### src/rtl/mem_arbiter_pkg.sv
// mem_arbiter_pkg: shared types for the memory arbiter.
//   state_t     - arbiter FSM states
//   mem_width_t - access width codes (funct3 encoding, shared with Decode)
//   cnt_width() - counter width able to hold 0..limit (never zero bits)
package mem_arbiter_pkg;

    typedef enum logic [1:0] {
        ST_IDLE,
        ST_GNT_I,
        ST_GNT_D,
        ST_RESP
    } state_t;

    typedef enum logic [2:0] {
        MEM_W_BYTE  = 3'b000,
        MEM_W_HALF  = 3'b001,
        MEM_W_WORD  = 3'b010,
        MEM_W_BYTEU = 3'b100,
        MEM_W_HALFU = 3'b101
    } mem_width_t;

    function automatic int cnt_width(input int unsigned limit);
        return (limit == 0) ? 1 : $clog2(limit + 1);
    endfunction

endpackage

### src/rtl/mem_arbiter_bus_timer.sv
// mem_arbiter_bus_timer: bus-ack timeout counter.
//   clk    in  clock
//   rst_n  in  asynchronous active-low reset
//   clear  in  force count to zero (held while the arbiter is idle)
//   en     in  count one cycle of waiting on the bus
//   tc     out terminal count: this enabled cycle is cycle LIMIT of the wait
// LIMIT = 0 disables the timeout; tc then never asserts.
module mem_arbiter_bus_timer
    import mem_arbiter_pkg::*;
#(
    parameter int unsigned LIMIT = 255
) (
    input  logic clk,
    input  logic rst_n,
    input  logic clear,
    input  logic en,
    output logic tc
);

    localparam int CW = cnt_width(LIMIT);

    logic [CW-1:0] count;

    // NOTE: sequential state uses non-blocking assignments so every flop
    // samples pre-edge values regardless of block ordering.
    always_ff @(posedge clk or negedge rst_n) begin
        if (!rst_n) begin
            count <= '0;
        end else if (clear) begin
            count <= '0;
        end else if (en) begin
            count <= count + CW'(1);
        end
    end

    assign tc = (LIMIT != 0) && en && (count == CW'(LIMIT - 1));

endmodule

### src/rtl/mem_arbiter.sv
// mem_arbiter: shares one memory bus between instruction fetch (I) and data (D).
// Each access runs IDLE -> GNT_x (bus request held until ack/timeout) -> RESP
// (one-cycle response strobe) -> IDLE. D has priority, but after STARVE_LIMIT
// consecutive D grants with I waiting, I is granted.
//   clk_i, rst_i            clock, asynchronous active-low reset
//   i_req_i/i_addr_i        fetch request        -> i_ack_o/i_data_o
//   d_req_i/d_we_i/d_addr_i/d_data_i/d_width_i
//                           data request         -> d_ack_o/d_data_o
//   err_o                   with an ack: the access timed out
//   m_req_o/m_we_o/m_addr_o/m_data_o/m_width_o   bus request side
//   m_ack_i/m_data_i        bus completion and read data
//   busy_o                  high whenever the arbiter is not idle
module mem_arbiter
    import mem_arbiter_pkg::*;
#(
    parameter int unsigned ADDR_WIDTH     = 32,
    parameter int unsigned DATA_WIDTH     = 32,
    parameter int unsigned STARVE_LIMIT   = 4,
    parameter int unsigned TIMEOUT_CYCLES = 255
) (
    input  logic                  clk_i,
    input  logic                  rst_i,
    input  logic                  i_req_i,
    input  logic [ADDR_WIDTH-1:0] i_addr_i,
    output logic                  i_ack_o,
    output logic [DATA_WIDTH-1:0] i_data_o,
    input  logic                  d_req_i,
    input  logic                  d_we_i,
    input  logic [ADDR_WIDTH-1:0] d_addr_i,
    input  logic [DATA_WIDTH-1:0] d_data_i,
    input  logic [2:0]            d_width_i,
    output logic                  d_ack_o,
    output logic [DATA_WIDTH-1:0] d_data_o,
    output logic                  err_o,
    output logic                  m_req_o,
    output logic                  m_we_o,
    output logic [ADDR_WIDTH-1:0] m_addr_o,
    output logic [DATA_WIDTH-1:0] m_data_o,
    output logic [2:0]            m_width_o,
    input  logic                  m_ack_i,
    input  logic [DATA_WIDTH-1:0] m_data_i,
    output logic                  busy_o
);

    localparam int SW = cnt_width(STARVE_LIMIT);

    state_t                state;
    logic [SW-1:0]         starve_cnt;
    logic [DATA_WIDTH-1:0] rdata;
    logic                  in_gnt;
    logic                  grant_d;
    logic                  tmo_hit;

    assign in_gnt  = (state == ST_GNT_I) || (state == ST_GNT_D);
    // D wins unless I is waiting and D has already used up its streak.
    assign grant_d = d_req_i && (!i_req_i || (starve_cnt < SW'(STARVE_LIMIT)));

    // Held clear while idle, so every grant starts its wait from zero.
    mem_arbiter_bus_timer #(
        .LIMIT (TIMEOUT_CYCLES)
    ) u_timer (
        .clk   (clk_i),
        .rst_n (rst_i),
        .clear (state == ST_IDLE),
        .en    (in_gnt),
        .tc    (tmo_hit)
    );

    // Both response ports show the last captured word between acks.
    assign i_data_o = rdata;
    assign d_data_o = rdata;

    always_ff @(posedge clk_i or negedge rst_i) begin
        if (!rst_i) begin
            // NOTE: datapath registers are reset as well, so every output
            // reads zero while reset is asserted.
            state      <= ST_IDLE;
            starve_cnt <= '0;
            rdata      <= '0;
            i_ack_o    <= 1'b0;
            d_ack_o    <= 1'b0;
            err_o      <= 1'b0;
            m_req_o    <= 1'b0;
            m_we_o     <= 1'b0;
            m_addr_o   <= '0;
            m_data_o   <= '0;
            m_width_o  <= '0;
            busy_o     <= 1'b0;
        end else begin
            case (state)
                ST_IDLE: begin
                    if (grant_d) begin
                        state     <= ST_GNT_D;
                        m_req_o   <= 1'b1;
                        m_we_o    <= d_we_i;
                        m_addr_o  <= d_addr_i;
                        m_data_o  <= d_data_i;
                        m_width_o <= d_width_i;
                        busy_o    <= 1'b1;
                        // Only grants that bypass a waiting fetch count.
                        if (i_req_i && (starve_cnt < SW'(STARVE_LIMIT))) begin
                            starve_cnt <= starve_cnt + SW'(1);
                        end
                    end else if (i_req_i) begin
                        state      <= ST_GNT_I;
                        m_req_o    <= 1'b1;
                        m_we_o     <= 1'b0;
                        m_addr_o   <= i_addr_i;
                        m_data_o   <= '0;
                        m_width_o  <= MEM_W_WORD;
                        busy_o     <= 1'b1;
                        starve_cnt <= '0;
                    end
                end

                ST_GNT_I, ST_GNT_D: begin
                    // Ack is tested first so a late ack still beats the timeout.
                    if (m_ack_i || tmo_hit) begin
                        state   <= ST_RESP;
                        m_req_o <= 1'b0;
                        rdata   <= m_ack_i ? m_data_i : '0;
                        err_o   <= !m_ack_i;
                        i_ack_o <= (state == ST_GNT_I);
                        d_ack_o <= (state == ST_GNT_D);
                    end
                end

                ST_RESP: begin
                    // Requests are ignored here; the requester updates req now.
                    state   <= ST_IDLE;
                    i_ack_o <= 1'b0;
                    d_ack_o <= 1'b0;
                    err_o   <= 1'b0;
                    busy_o  <= 1'b0;
                end

                default: state <= ST_IDLE;
            endcase
        end
    end

endmodule

### config.mk
export PLATFORM = sky130hd
export DESIGN_NAME = mem_arbiter
export DESIGN_NICKNAME = d
export VERILOG_FILES = /design/src/rtl/mem_arbiter_pkg.sv /design/src/rtl/mem_arbiter_bus_timer.sv /design/src/rtl/mem_arbiter.sv
export SDC_FILE = /design/constraint.sdc
export NUM_CORES = 1
export LEC_CHECK = 0
export ABC_AREA = 1
export CAP_MARGIN = 20
export CORE_MARGIN = 2
export CORE_UTILIZATION = 41
export CTS_BUF_LIST = sky130_fd_sc_hd__clkbuf_8
export CTS_CLUSTER_DIAMETER = 150
export DETAILED_ROUTE_END_ITERATION = 7
export PLACE_DENSITY = 0.91
export REMOVE_ABC_BUFFERS = 1
export SLEW_MARGIN = 10
export SYNTH_ARGS = -nofsm -noshare
export SYNTH_HDL_FRONTEND = slang
export SYNTH_SLANG_ARGS = --single-unit
### constraint.sdc
create_clock -name clk_i -period 2.15 [get_ports clk_i]
set_input_delay 0.43 -clock clk_i [delete_from_list [all_inputs] [get_ports clk_i]]
set_output_delay 0.43 -clock clk_i [all_outputs]
set_load 0.05 [all_outputs]
==> results of run 1 <==
where the power goes:
part           leakage, µW  total, µW  internal, µW  switching, µW
Sequential         0.00145       3890          3220            668
Clock             0.000177       1710           812            897
Combinational      0.00213       9440          3140           6300
layer usage:
metal	vias to the layer above	GRT usage	wire length, µm	share of wire
met1	2174	0.2434	5659	0.39
met3	29	0.08459	1223	0.085
met5	-	0	0	0
li1	2274	-	-	-
met2	196	0.3527	7170	0.50
met4	0	0.08810	408	0.028
worst paths after layout:
check	startpoint	endpoint	depth (start not counted)	slack, ns
worst max-delay path	d_data_o[26]	d_data_o[26]	1	0.07
worst min-delay path	rst_i	d_data_o[12]	1	0.03
worst max register to register	state[1]	d_data_o[3]	10	0.32
worst min register to register	err_o	err_o	2	0.47
max in group asynchronous	rst_i	m_addr_o[0]	2	1.49
min in group clk_i	err_o	err_o	2	0.47
stage by stage:
| stage | util | instance area (µm²) | hold WS [ns] | total power, µW |
|---|---|---|---|---|
| global route | 0.6570 | 8190 | 0.04069 | 15840 |
| detailed placement | 0.6291 | 7843 | 0.4630 | 13420 |
| CTS | 0.6562 | 8180 | 0.02898 | 15170 |
| finish | 0.6570 | 8190 | 0.02895 | 15040 |
| global placement | 0.6291 | 7843 | 0.4609 | 13230 |
| floorplan | - | 4777 | 0.1344 | 9898 |
cell usage in the layout (no fill, tap or decap):
cell type	instances
sky130_fd_sc_hd__a21oi_1	2
sky130_fd_sc_hd__a22o_1	35
sky130_fd_sc_hd__a31oi_1	32
sky130_fd_sc_hd__buf_12	4
sky130_fd_sc_hd__buf_4	6
sky130_fd_sc_hd__clkbuf_8	18
sky130_fd_sc_hd__clkdlybuf4s50_1	268
sky130_fd_sc_hd__clkinv_2	5
sky130_fd_sc_hd__clkinv_4	4
sky130_fd_sc_hd__clkinvlp_4	3
sky130_fd_sc_hd__dfrtp_1	118
sky130_fd_sc_hd__dlymetal6s2s_1	4
sky130_fd_sc_hd__ha_1	8
sky130_fd_sc_hd__inv_1	18
sky130_fd_sc_hd__inv_2	3
sky130_fd_sc_hd__nand2_1	209
sky130_fd_sc_hd__nand2_2	1
sky130_fd_sc_hd__nand3_1	10
sky130_fd_sc_hd__nand4_1	1
sky130_fd_sc_hd__nor2_1	49
sky130_fd_sc_hd__nor2_2	2
sky130_fd_sc_hd__nor2_4	1
sky130_fd_sc_hd__nor3_1	1
sky130_fd_sc_hd__nor3b_1	1
sky130_fd_sc_hd__o21a_1	1
sky130_fd_sc_hd__o21ai_0	4
sky130_fd_sc_hd__o21bai_1	1
sky130_fd_sc_hd__o22a_1	1
sky130_fd_sc_hd__o22ai_1	1
sky130_fd_sc_hd__or2_2	2
sky130_fd_sc_hd__xor2_1	1
repair_timing:
item | CTS | global route
resized for setup | 0 | 4
endpoints found under the hold margin | 0 | 0
setup endpoints to repair | 0 | 4
buffers inserted | 0 | 0
final cells by class:
| cell class | count | area [µm²] |
|---|---|---|
| Fill cell | 987 | 4275 |
| Sequential cell | 118 | 2953 |
| Timing Repair Buffer | 282 | 2858 |
| Multi-Input combinational cell | 363 | 1755 |
| Clock buffer | 18 | 247.7 |
| Tap cell | 172 | 215.2 |
| Clock inverter | 14 | 90.09 |
| Inverter | 19 | 71.32 |
flip-flops by register name (all words and copies together) (netlist names):
name / flops
state: 2
u_timer.count: 8
err_o: 1
d_ack_o: 1
m_req_o: 1
starve_cnt: 3
m_we_o: 1
d_data_o: 32
m_addr_o: 32
busy_o: 1
i_ack_o: 1
m_width_o: 3
m_data_o: 32
cells by family after synthesis:
group / share of synthesized area
AND/OR/NAND/NOR: 0.2082
flip-flops: 0.5707
buffers and inverters: 0.09045
AO/OA/AOI/OAI: 0.1096
adder cells (fa/ha/maj): 0.01935
XOR/XNOR: 0.001693
worst register-to-register path, stage by stage, from the launching register on:
cell,delay (ns)
sky130_fd_sc_hd__dfrtp_1,0.43
sky130_fd_sc_hd__inv_1,0.09
sky130_fd_sc_hd__ha_1,0.43
sky130_fd_sc_hd__nand2_1,0.09
sky130_fd_sc_hd__nor2_1,0.09
sky130_fd_sc_hd__nand2_1,0.06
sky130_fd_sc_hd__nand2_1,0.07
sky130_fd_sc_hd__nand2_1,0.05
sky130_fd_sc_hd__buf_4,0.24
sky130_fd_sc_hd__nand2_1,0.13
sky130_fd_sc_hd__nand2_1,0.06
==> impl_results.md, run 1 <==
* Outcome: completed
* Worst path slowest cell: sky130_fd_sc_hd__clkdlybuf4s50_1
* Leading cell types by total area after synthesis: sky130_fd_sc_hd__dfrtp_1 57%, sky130_fd_sc_hd__nand2_1 15%, sky130_fd_sc_hd__a22o_1 5.9%, sky130_fd_sc_hd__buf_4 4.8%, sky130_fd_sc_hd__a31oi_1 3.9%
* Cell with the most instances after synthesis: sky130_fd_sc_hd__nand2_1
* Gp weighted congestion at slightly below 0.8
* Placement-stage worst setup slack at ~0.18 ns
* EDFF count, synth at 0
* Boundary pin count at 274
* WP data arrival at 1.65 ns
* Vias in the first global route at 4,499
* Largest clock skew in the final design at 0.009596 ns
* Clock buffer depth at 2
* Total wire length at between 10,000 and 15,000 µm
* Critical path's largest stage delay at 0.84 ns
* Distinct cells, synth at 27
* Top fanout value on the critical path at 3
* Later-pin clock latency in the skew report at approximately 0.42 ns
* Die height at roughly 120 µm
* Timing-limited maximum frequency at ~480 MHz
* DRT Pass-1 Iters at 4
* Number of warnings issued by yosys at 0
* Number of clock sinks at 118
* # Max-Cap Violations at 0
* Initial antenna violation count at 0
* Worst-case vdd ir drop at between 0.001 and 0.0015 V
* Cell type with the largest total area after synthesis: sky130_fd_sc_hd__dfrtp_1
* Crit path buffers/inverters at 1
* Most numerous cell types in the synthesized netlist: 209 x sky130_fd_sc_hd__nand2_1, 118 x sky130_fd_sc_hd__dfrtp_1, 50 x sky130_fd_sc_hd__nor2_1, 35 x sky130_fd_sc_hd__a22o_1, 33 x sky130_fd_sc_hd__buf_4
* Crit-path cells: clkdlybuf4s50_1
* Count of buffers inserted at the top-level ports at ~270
* Floorplan die width at ~120 µm
* Number of nets in the finished design at about 950
* Area added between synthesis and finish at 58.31%
* Clock tree from TritonCTS: built
* Initial DRC Count at 195
* Final antenna-violating net count at 0
* Antenna diodes at 0
* Shortest period the worst path allows at between 2 and 2.5 ns
* Data required time at the worst endpoint at around 1.7 ns
* Largest net degree at the start of global routing at 67
* Final-report setup violation count at 0
* Total count of hold-check failures in the final report at 0
* Count of placed standard cells including taps at 954
* Final non-filler cell total at 986
* Final cycle utilization of the critical path at 0.9678
* Mapped Cells at 559
* Startpoint type of the worst setup path: register
* Fin Setup TNS at 0 ns
* CP top delay family: buffers and inverters
* Final global-route overflow total at 0
* Static leakage at 0.003754 µW
* Wire length per cell after detailed routing at 14.67 µm
* Final HPWL from detailed placement at approximately 11,000 µm
* Sequential element share of the synthesized area at 0.5707
* Depth of the CTS H-tree at 4
* Number of register bits inferred by synthesis at 118
* Area of the core at 12,470 µm²
* Post-detailed-route via-to-cell ratio at roughly 4.7
* DRC violations left at 0
* Synth async-reset ratio at 1.000
* Fraction of post-synthesis cell area in the top cell type by area at 0.5707
* Clock slew at reported path FFs at 0.07 ns
* Core Rows at 41
* Pwr/cell area at ~1800 nW/µm²
* Starting utilization of the core area at 0.4150
* Worst relative slew slack at 0.5831
* Netlist Area Pre-Place at approximately 5200 µm²
* Critical path capture point type: output pin
* GRT Resource Usage Total at 0.2117
* Syn_area_per_cell at 9.255 µm²
* Predominant post-synthesis flop cell: sky130_fd_sc_hd__dfrtp_1
* Total of hold buffers inserted after clock tree synthesis at 0
* Vias post-DR at 4,673
* Final slew viol count at 0
* WS Path Type: reg -> out
* Wire length of the first global-routing pass at 22,000 µm
* RSZ-0062 raised after global routing: no
* Clock root buffer master: sky130_fd_sc_hd__clkbuf_8
* Least setup slack across all paths after layout at around 0.069 ns
* Area enclosed by the die boundary at roughly 14,000 µm²
* Num CTS Buffers at 17
* Path category of the worst min-delay check: in -> async
* Fraction of final layout cells sized beyond drive strength 1 at 0.06020
* Worst Tran Pin Value at about 0.63 ns
Note: power is estimated with default switching activity, not from simulation.
==> inputs of run 2 (changes only) <==
--- a/config.mk
+++ b/config.mk
@@ -8,7 +8,7 @@
 export ABC_AREA = 1
 export CAP_MARGIN = 20
 export CORE_MARGIN = 2
-export CORE_UTILIZATION = 41
+export CORE_UTILIZATION = 42
 export CTS_BUF_LIST = sky130_fd_sc_hd__clkbuf_8
 export CTS_CLUSTER_DIAMETER = 150
 export DETAILED_ROUTE_END_ITERATION = 7
@@ -17,4 +17,5 @@
 export SLEW_MARGIN = 10
 export SYNTH_ARGS = -nofsm -noshare
 export SYNTH_HDL_FRONTEND = slang
+export SYNTH_HIERARCHICAL = 1
 export SYNTH_SLANG_ARGS = --single-unit
==> impl_results.md, run 2 <==
* Cell with the most instances after synthesis: sky130_fd_sc_hd__nand2_1
* Sequential element share of the synthesized area at 0.5247
* Clock buffer depth at 2
* Worst reg2reg path endpoint: u_timer/count[2]
* Seq pwr share at 0.247
* Number of register bits inferred by synthesis at ~120
* Starting utilization of the core area at 0.4284
* Vias post-DR at 5,494
* Clock tree from TritonCTS: built
* Clock root buffer master: sky130_fd_sc_hd__clkbuf_8
* Core Rows at 42
* Worst-case register-to-register setup slack at between 0.2 and 0.25 ns
* Floorplan die width at 119.8 µm
* Clk network pwr share at 0.129
* Data required time at the worst endpoint at 1.72 ns
* WP data arrival at 1.65 ns
* Launch instance of the worst register-to-register path: state[0]
* Least setup slack across all paths after layout at 0.07146 ns
* Most used cells in the layout excluding fill and tap cells: 308 x sky130_fd_sc_hd__nand2_1, 264 x sky130_fd_sc_hd__clkdlybuf4s50_1, 141 x sky130_fd_sc_hd__nand3_1
* Mapped Cells at between 700 and 800
* Crit path buffers/inverters at 1
* Worst Tran Pin Value at 0.6197 ns
* Area enclosed by the die boundary at between 10,000 and 15,000 µm²
* WS Path Type: reg -> out
* Fraction of final layout cells sized beyond drive strength 1 at 0.05783
* GRT Resource Usage Total at 0.2308
* Leading cell types by total area after synthesis: sky130_fd_sc_hd__dfrtp_1 52%, sky130_fd_sc_hd__nand2_1 21%, sky130_fd_sc_hd__nand3_1 13%, sky130_fd_sc_hd__buf_4 4.4%, sky130_fd_sc_hd__buf_2 2.8%
* Initial DRC Count at roughly 290
* Distinct cells, synth at 23
* CP top delay family: buffers and inverters
* Number of warnings issued by yosys at 6
* Worst relative slew slack at 0.5863
* FF-to-FF path depth at 7
* Wire length of the first global-routing pass at around 26,000 µm
* DRT Pass-1 Iters at 5
* Later-pin clock latency in the skew report at around 0.43 ns
* Final slew viol count at 0
* Path category of the worst min-delay check: reg -> reg
* Initial antenna violation count at 0
* Syn_area_per_cell at 7.994 µm²
* Fin Setup TNS at 0 ns
* Capture point of the worst path: i_data_o[29]
* Synth async-reset ratio at 1.000
* Area of the core at around 13,000 µm²
* Total count of hold-check failures in the final report at 0
* Final-report setup violation count at 0
* Power, Total at 15,830 µW
* Shortest period the worst path allows at between 2 and 2.5 ns
* Final cycle utilization of the critical path at 0.9668
* Switching fraction of total power at 0.5254
* Predominant post-synthesis flop cell: sky130_fd_sc_hd__dfrtp_1
* Count of placed standard cells including taps at approximately 1,100
* Area added between synthesis and finish at 55.02%
* Static leakage at between 0.004 and 0.005 µW
* Netlist Area Pre-Place at roughly 5600 µm²
* Largest clock skew in the final design at slightly above 0.008 ns
* Worst-case vdd ir drop at between 0.0008 and 0.0009 V
* Startpoint type of the worst setup path: register
* Critical path's largest stage delay at between 0.8 and 0.9 ns
* Timing-limited maximum frequency at 481.1 MHz
* Setup bufs post-CTS at 0
* Count of buffers inserted at the top-level ports at between 200 and 300
* Largest net degree at the start of global routing at 74
* Cell type with the largest total area after synthesis: sky130_fd_sc_hd__dfrtp_1
* Total number of cells along the worst setup path at 1
* Final antenna-violating net count at 0
* Sw power at between 8000 and 9000 µW
* Pwr/cell area at between 1500 and 2000 nW/µm²
* Launching instance or port of the critical path: d_data_o[29]
* Number of clock sinks at ~120
* Worst path slowest cell: sky130_fd_sc_hd__clkdlybuf4s50_1
* Number of nets in the finished design at ~1,100
* Top fanout value on the critical path at 3
* Depth of the CTS H-tree at 4
* Most numerous cell types in the synthesized netlist: 309 x sky130_fd_sc_hd__nand2_1, 141 x sky130_fd_sc_hd__nand3_1, 118 x sky130_fd_sc_hd__dfrtp_1, 33 x sky130_fd_sc_hd__buf_4, 31 x sky130_fd_sc_hd__buf_2
* Boundary pin count at about 270
* Final HPWL from detailed placement at between 10,000 and 15,000 µm
* Fraction of post-synthesis cell area in the top cell type by area at 0.5247
* Clock slew at reported path FFs at 0.06 ns
* Final non-filler cell total at around 1,100
* Internal power summed over all cells at between 7000 and 8000 µW
* Wire length per cell after detailed routing at between 10 and 15 µm
* Total wire length at 16,030 µm
* DRC violations left at 0
* Crit-path cells: clkdlybuf4s50_1
* Vias in the first global route at between 5,000 and 6,000
* Outcome: completed
* Critical path capture point type: output pin
* Most frequent standard cell in the layout excluding fill and tap cells: sky130_fd_sc_hd__nand2_1
* Gp weighted congestion at ~0.8
* Placement-stage worst setup slack at about 0.13 ns
* Logic pwr share at 0.624
* Util after Layout at 0.6641
* Num CTS Buffers at 17
* Die height at about 120 µm
* Antenna diodes at 0
* RSZ-0062 raised after global routing: no
* Post-detailed-route via-to-cell ratio at about 5
* Final global-route overflow total at 0
* # Max-Cap Violations at 0
* EDFF count, synth at 0
==> run 2: metal layers <==
metal	track usage	share of wire
met1	0.2626	0.40
met4	0.1081	0.026
met2	0.3914	0.50
met3	0.07747	0.071
met5	0	0
==> run 2: power groups by stage <==
| stage | combinational, µW | sequential [µW] | clock (µW) |
|---|---|---|---|
| after CTS | 9960 | 3920 | 2100 |
| after floorplan | 2090 | 8090 | 0 |
| after detailed placement | 9950 | 3930 | 0 |
| after global routing | 10500 | 4030 | 2230 |
| after global placement | 9810 | 3900 | 0 |
| final | 9880 | 3910 | 2040 |
==> run 2: cell type report <==
cell class | instances | area, µm²
clock inverters | 13 | 137.6
flip-flops and latches | 118 | 2953
fillers | 1036 | 4413
well taps | 176 | 220.2
repair buffers | 289 | 2915
clock buffers | 19 | 261.5
inverters | 16 | 60.06
multi-input cells | 496 | 2177
==> run 2: worst min-delay path by stage <==
stage                      start           end  slack [ns]  cells after the start
floorplan                  rst_i        busy_o        0.13                      0
global placement           rst_i  d_data_o[30]        0.45                      1
detailed placement         rst_i  d_data_o[30]        0.44                      1
CTS                      m_req_o       m_req_o        0.49                      2
global route         d_data_i[7]   m_data_o[7]        0.50                      3
finish              d_data_o[30]  d_data_o[30]        0.50                      2
==> run 2: what timing repair did <==
| action | CTS | global route |
|---|---|---|
| endpoints found under the setup margin | 2 | 8 |
| hold endpoints to repair | 38 | 0 |
| resized for setup | 2 | 6 |
| hold buffers | 1 | 0 |
| pin swaps | 0 | 0 |
==> run 2: cells by family (layout without fill, tap and decap cells) <==
group | count (synthesis) | count (layout) | synth area share
AND/OR/NAND/NOR | 479 | 479 | 0.3595
buffers and inverters | 90 | 337 | 0.08893
AO/OA/AOI/OAI | 10 | 10 | 0.01134
flip-flops | 118 | 118 | 0.5247
adder cells (fa/ha/maj) | 7 | 7 | 0.01556
==> run 2: through the flow <==
| stage | cell area, µm² | hold WS, ns |
|---|---|---|
| after floorplan | 5187 | 0.1344 |
| after global placement | 8303 | 0.4477 |
| after detailed placement | 8303 | 0.4434 |
| after CTS | 8710 | 0.4895 |
| after global routing | 8725 | 0.5045 |
| final | 8725 | 0.4982 |
==> run 2: worst reg2reg max path, cell delays in order, from the launching register on <==
cell	delay, ns
sky130_fd_sc_hd__dfrtp_1	0.39
sky130_fd_sc_hd__inv_1	0.08
sky130_fd_sc_hd__ha_1	0.30
sky130_fd_sc_hd__buf_4	0.38
sky130_fd_sc_hd__nor2_4	0.10
sky130_fd_sc_hd__nor2_1	0.25
sky130_fd_sc_hd__o21ai_0	0.14
sky130_fd_sc_hd__a21oi_1	0.19
==> inputs of run 3 (changes only) <==
==> constraint.sdc (replaced) <==
create_clock -name clk_i -period 2.25 [get_ports clk_i]
set_input_delay 0.45 -clock clk_i [delete_from_list [all_inputs] [get_ports clk_i]]
set_output_delay 0.45 -clock clk_i [all_outputs]
set_load 0.05 [all_outputs]
==> impl_results.md, run 3 (same netlist as run 2, synthesis figures left out) <==
* Placement-stage worst setup slack at ~0.13 ns
* Crit path buffers/inverters at 1
* Final HPWL from detailed placement at around 12,000 µm
* Final cycle utilization of the critical path at 0.9511
* Area of combinational cells with multiple inputs at 2177 µm²
* Outcome: completed
* Worst Tran Pin Value at ~0.62 ns
* Worst hold path cell count at 2
* Worst path slowest cell: sky130_fd_sc_hd__clkdlybuf4s50_1
* Final hold slack at just under 0.5 ns
* CP top delay family: buffers and inverters
* Total wire length at approximately 16,000 µm
* Worst relative slew slack at 0.5846
* Logic pwr share at 0.616
* Area of the core at between 10,000 and 15,000 µm²
* Sequential Area at between 2000 and 3000 µm²
* Post-detailed-route via-to-cell ratio at 4.854
* Later-pin clock latency in the skew report at about 0.43 ns
* Crit-path cells: clkdlybuf4s50_1
* Initial antenna violation count at 0
* Sw power at 7990 µW
* GRT Resource Usage Total at 0.2267
* Data required time at the worst endpoint at around 1.8 ns
* Clock buffer depth at 2
* Core Rows at 42
* Number of nets in the finished design at approximately 1,100
* Fraction of final layout cells sized beyond drive strength 1 at 0.06191
* Final slew viol count at 0
* Static leakage at roughly 0.0043 µW
* Largest net degree at the start of global routing at 63
* Boundary pin count at roughly 270
* Seq pwr share at 0.243
* Num CTS Buffers at 17
* DRC violations left at 0
* Most frequent standard cell in the layout excluding fill and tap cells: sky130_fd_sc_hd__nand2_1
* Setup bufs post-CTS at 0
* Clock tree from TritonCTS: built
* Switching fraction of total power at 0.5201
* Final-report setup violation count at 0
* DRT Pass-1 Iters at 7
* Count of buffers inserted at the top-level ports at ~270
* Critical path capture point type: output pin
* Wire length of the first global-routing pass at 25,740 µm
* Count of filler cells inserted in the layout at between 1,000 and 1,500
* Clock slew at reported path FFs at around 0.07 ns
* Largest clock skew in the final design at ~0.0086 ns
* WS Path Type: reg -> out
* Final global-route overflow total at 0
* Vias post-DR at 5,480
* Pwr/cell area at between 1500 and 2000 nW/µm²
* Depth of the CTS H-tree at 4
* Internal power summed over all cells at 7373 µW
* Number of clock sinks at around 120
* Area enclosed by the die boundary at between 10,000 and 15,000 µm²
* # Max-Cap Violations at 0
* Startpoint type of the worst setup path: register
* Initial DRC Count at approximately 200
* Wire length per cell after detailed routing at approximately 14 µm
* Most used cells in the layout excluding fill and tap cells: 308 x sky130_fd_sc_hd__nand2_1, 272 x sky130_fd_sc_hd__clkdlybuf4s50_1, 141 x sky130_fd_sc_hd__nand3_1
* Worst-case vdd ir drop at between 0.0008 and 0.0009 V
* WP data arrival at ~1.7 ns
* Total count of hold-check failures in the final report at 0
* Timing-limited maximum frequency at 467.3 MHz
* FF-to-FF path depth at 8
* Clk network pwr share at 0.140
* Top fanout value on the critical path at 3
* RSZ-0062 raised after global routing: no
* Critical path's largest stage delay at 0.83 ns
* Vias in the first global route at 5,356
* Die height at 119.8 µm
* Total number of cells along the worst setup path at 1
* Floorplan die width at around 120 µm
* Path category of the worst min-delay check: reg -> reg
* CTS-repair resized insts at 0
* Area added between synthesis and finish at 56.20%
* Shortest period the worst path allows at approximately 2.1 ns
* Total of hold buffers inserted after clock tree synthesis at 1
* Antenna diodes at 0
* Final antenna-violating net count at 0
* Starting utilization of the core area at 0.4284
* Gp weighted congestion at roughly 0.8
* Clock root buffer master: sky130_fd_sc_hd__clkbuf_8
* Least setup slack across all paths after layout at around 0.11 ns
[run 3: cell types whose count changed in the layout (fill, tap and decap cells not counted), moves of 2 or more]
| cell | change |
|---|---|
| sky130_fd_sc_hd__clkdlybuf4s50_1 | +8 |
| sky130_fd_sc_hd__clkinv_2 | -5 |
| sky130_fd_sc_hd__clkinv_4 | +2 |
| sky130_fd_sc_hd__clkinvlp_4 | +3 |
| sky130_fd_sc_hd__dlygate4sd2_1 | -2 |
| sky130_fd_sc_hd__dlymetal6s2s_1 | -6 |
| sky130_fd_sc_hd__inv_1 | -2 |
[run 3: power groups by stage]
stage               clock network (µW)  logic [µW]  registers [µW]
finish                            2160        9470            3740
global route                      2310       10000            3860
CTS                               2210        9540            3750
detailed placement                   0        9510            3780
global placement                     0        9400            3730
floorplan                            0        2000            7730
[run 3: layout make-up]
class	instances	area share
Sequential cell	118	0.3359
Multi-Input combinational cell	496	0.2477
Inverter	16	0.006832
Clock inverter	12	0.01993
Clock buffer	20	0.03131
Timing Repair Buffer	291	0.3333
Tap cell	176	0.02505
[run 3: path summary, 6_finish.rpt]
kind / startpoint / to / slack [ns]
worst max-delay path: d_data_o[14] / d_data_o[14] / 0.11
worst min-delay path: d_data_o[20] / d_data_o[20] / 0.49
worst max register to register: state[0] / d_data_o[16] / 0.36
worst min register to register: d_data_o[20] / d_data_o[20] / 0.49
max in group asynchronous: rst_i / starve_cnt[2] / 1.13
min in group asynchronous: rst_i / m_addr_o[11] / 0.52
[run 3: per-stage QoR]
stage | setup TNS, ns | area (µm²) | instances | util | total power, µW
2_1_floorplan | -27.10 | 5187 | 630 | - | 9730
3_3_place_gp | 0 | 8330 | 1096 | 0.6341 | 13140
3_5_place_dp | 0 | 8330 | 1096 | 0.6341 | 13290
4_1_cts | 0 | 8791 | 1129 | 0.6691 | 15490
5_1_grt | 0 | 8791 | 1129 | 0.6691 | 16200
6_report | 0 | 8791 | 1129 | 0.6691 | 15360
[run 3: routing by layer]
metal	part of all wire	routed length, µm	vias up	track usage
met4	0.031	495	0	0.1103
met1	0.39	6149	2524	0.2579
met3	0.083	1314	38	0.07462
li1	-	-	2682	-
met5	0	0	-	0
met2	0.50	7835	236	0.3836
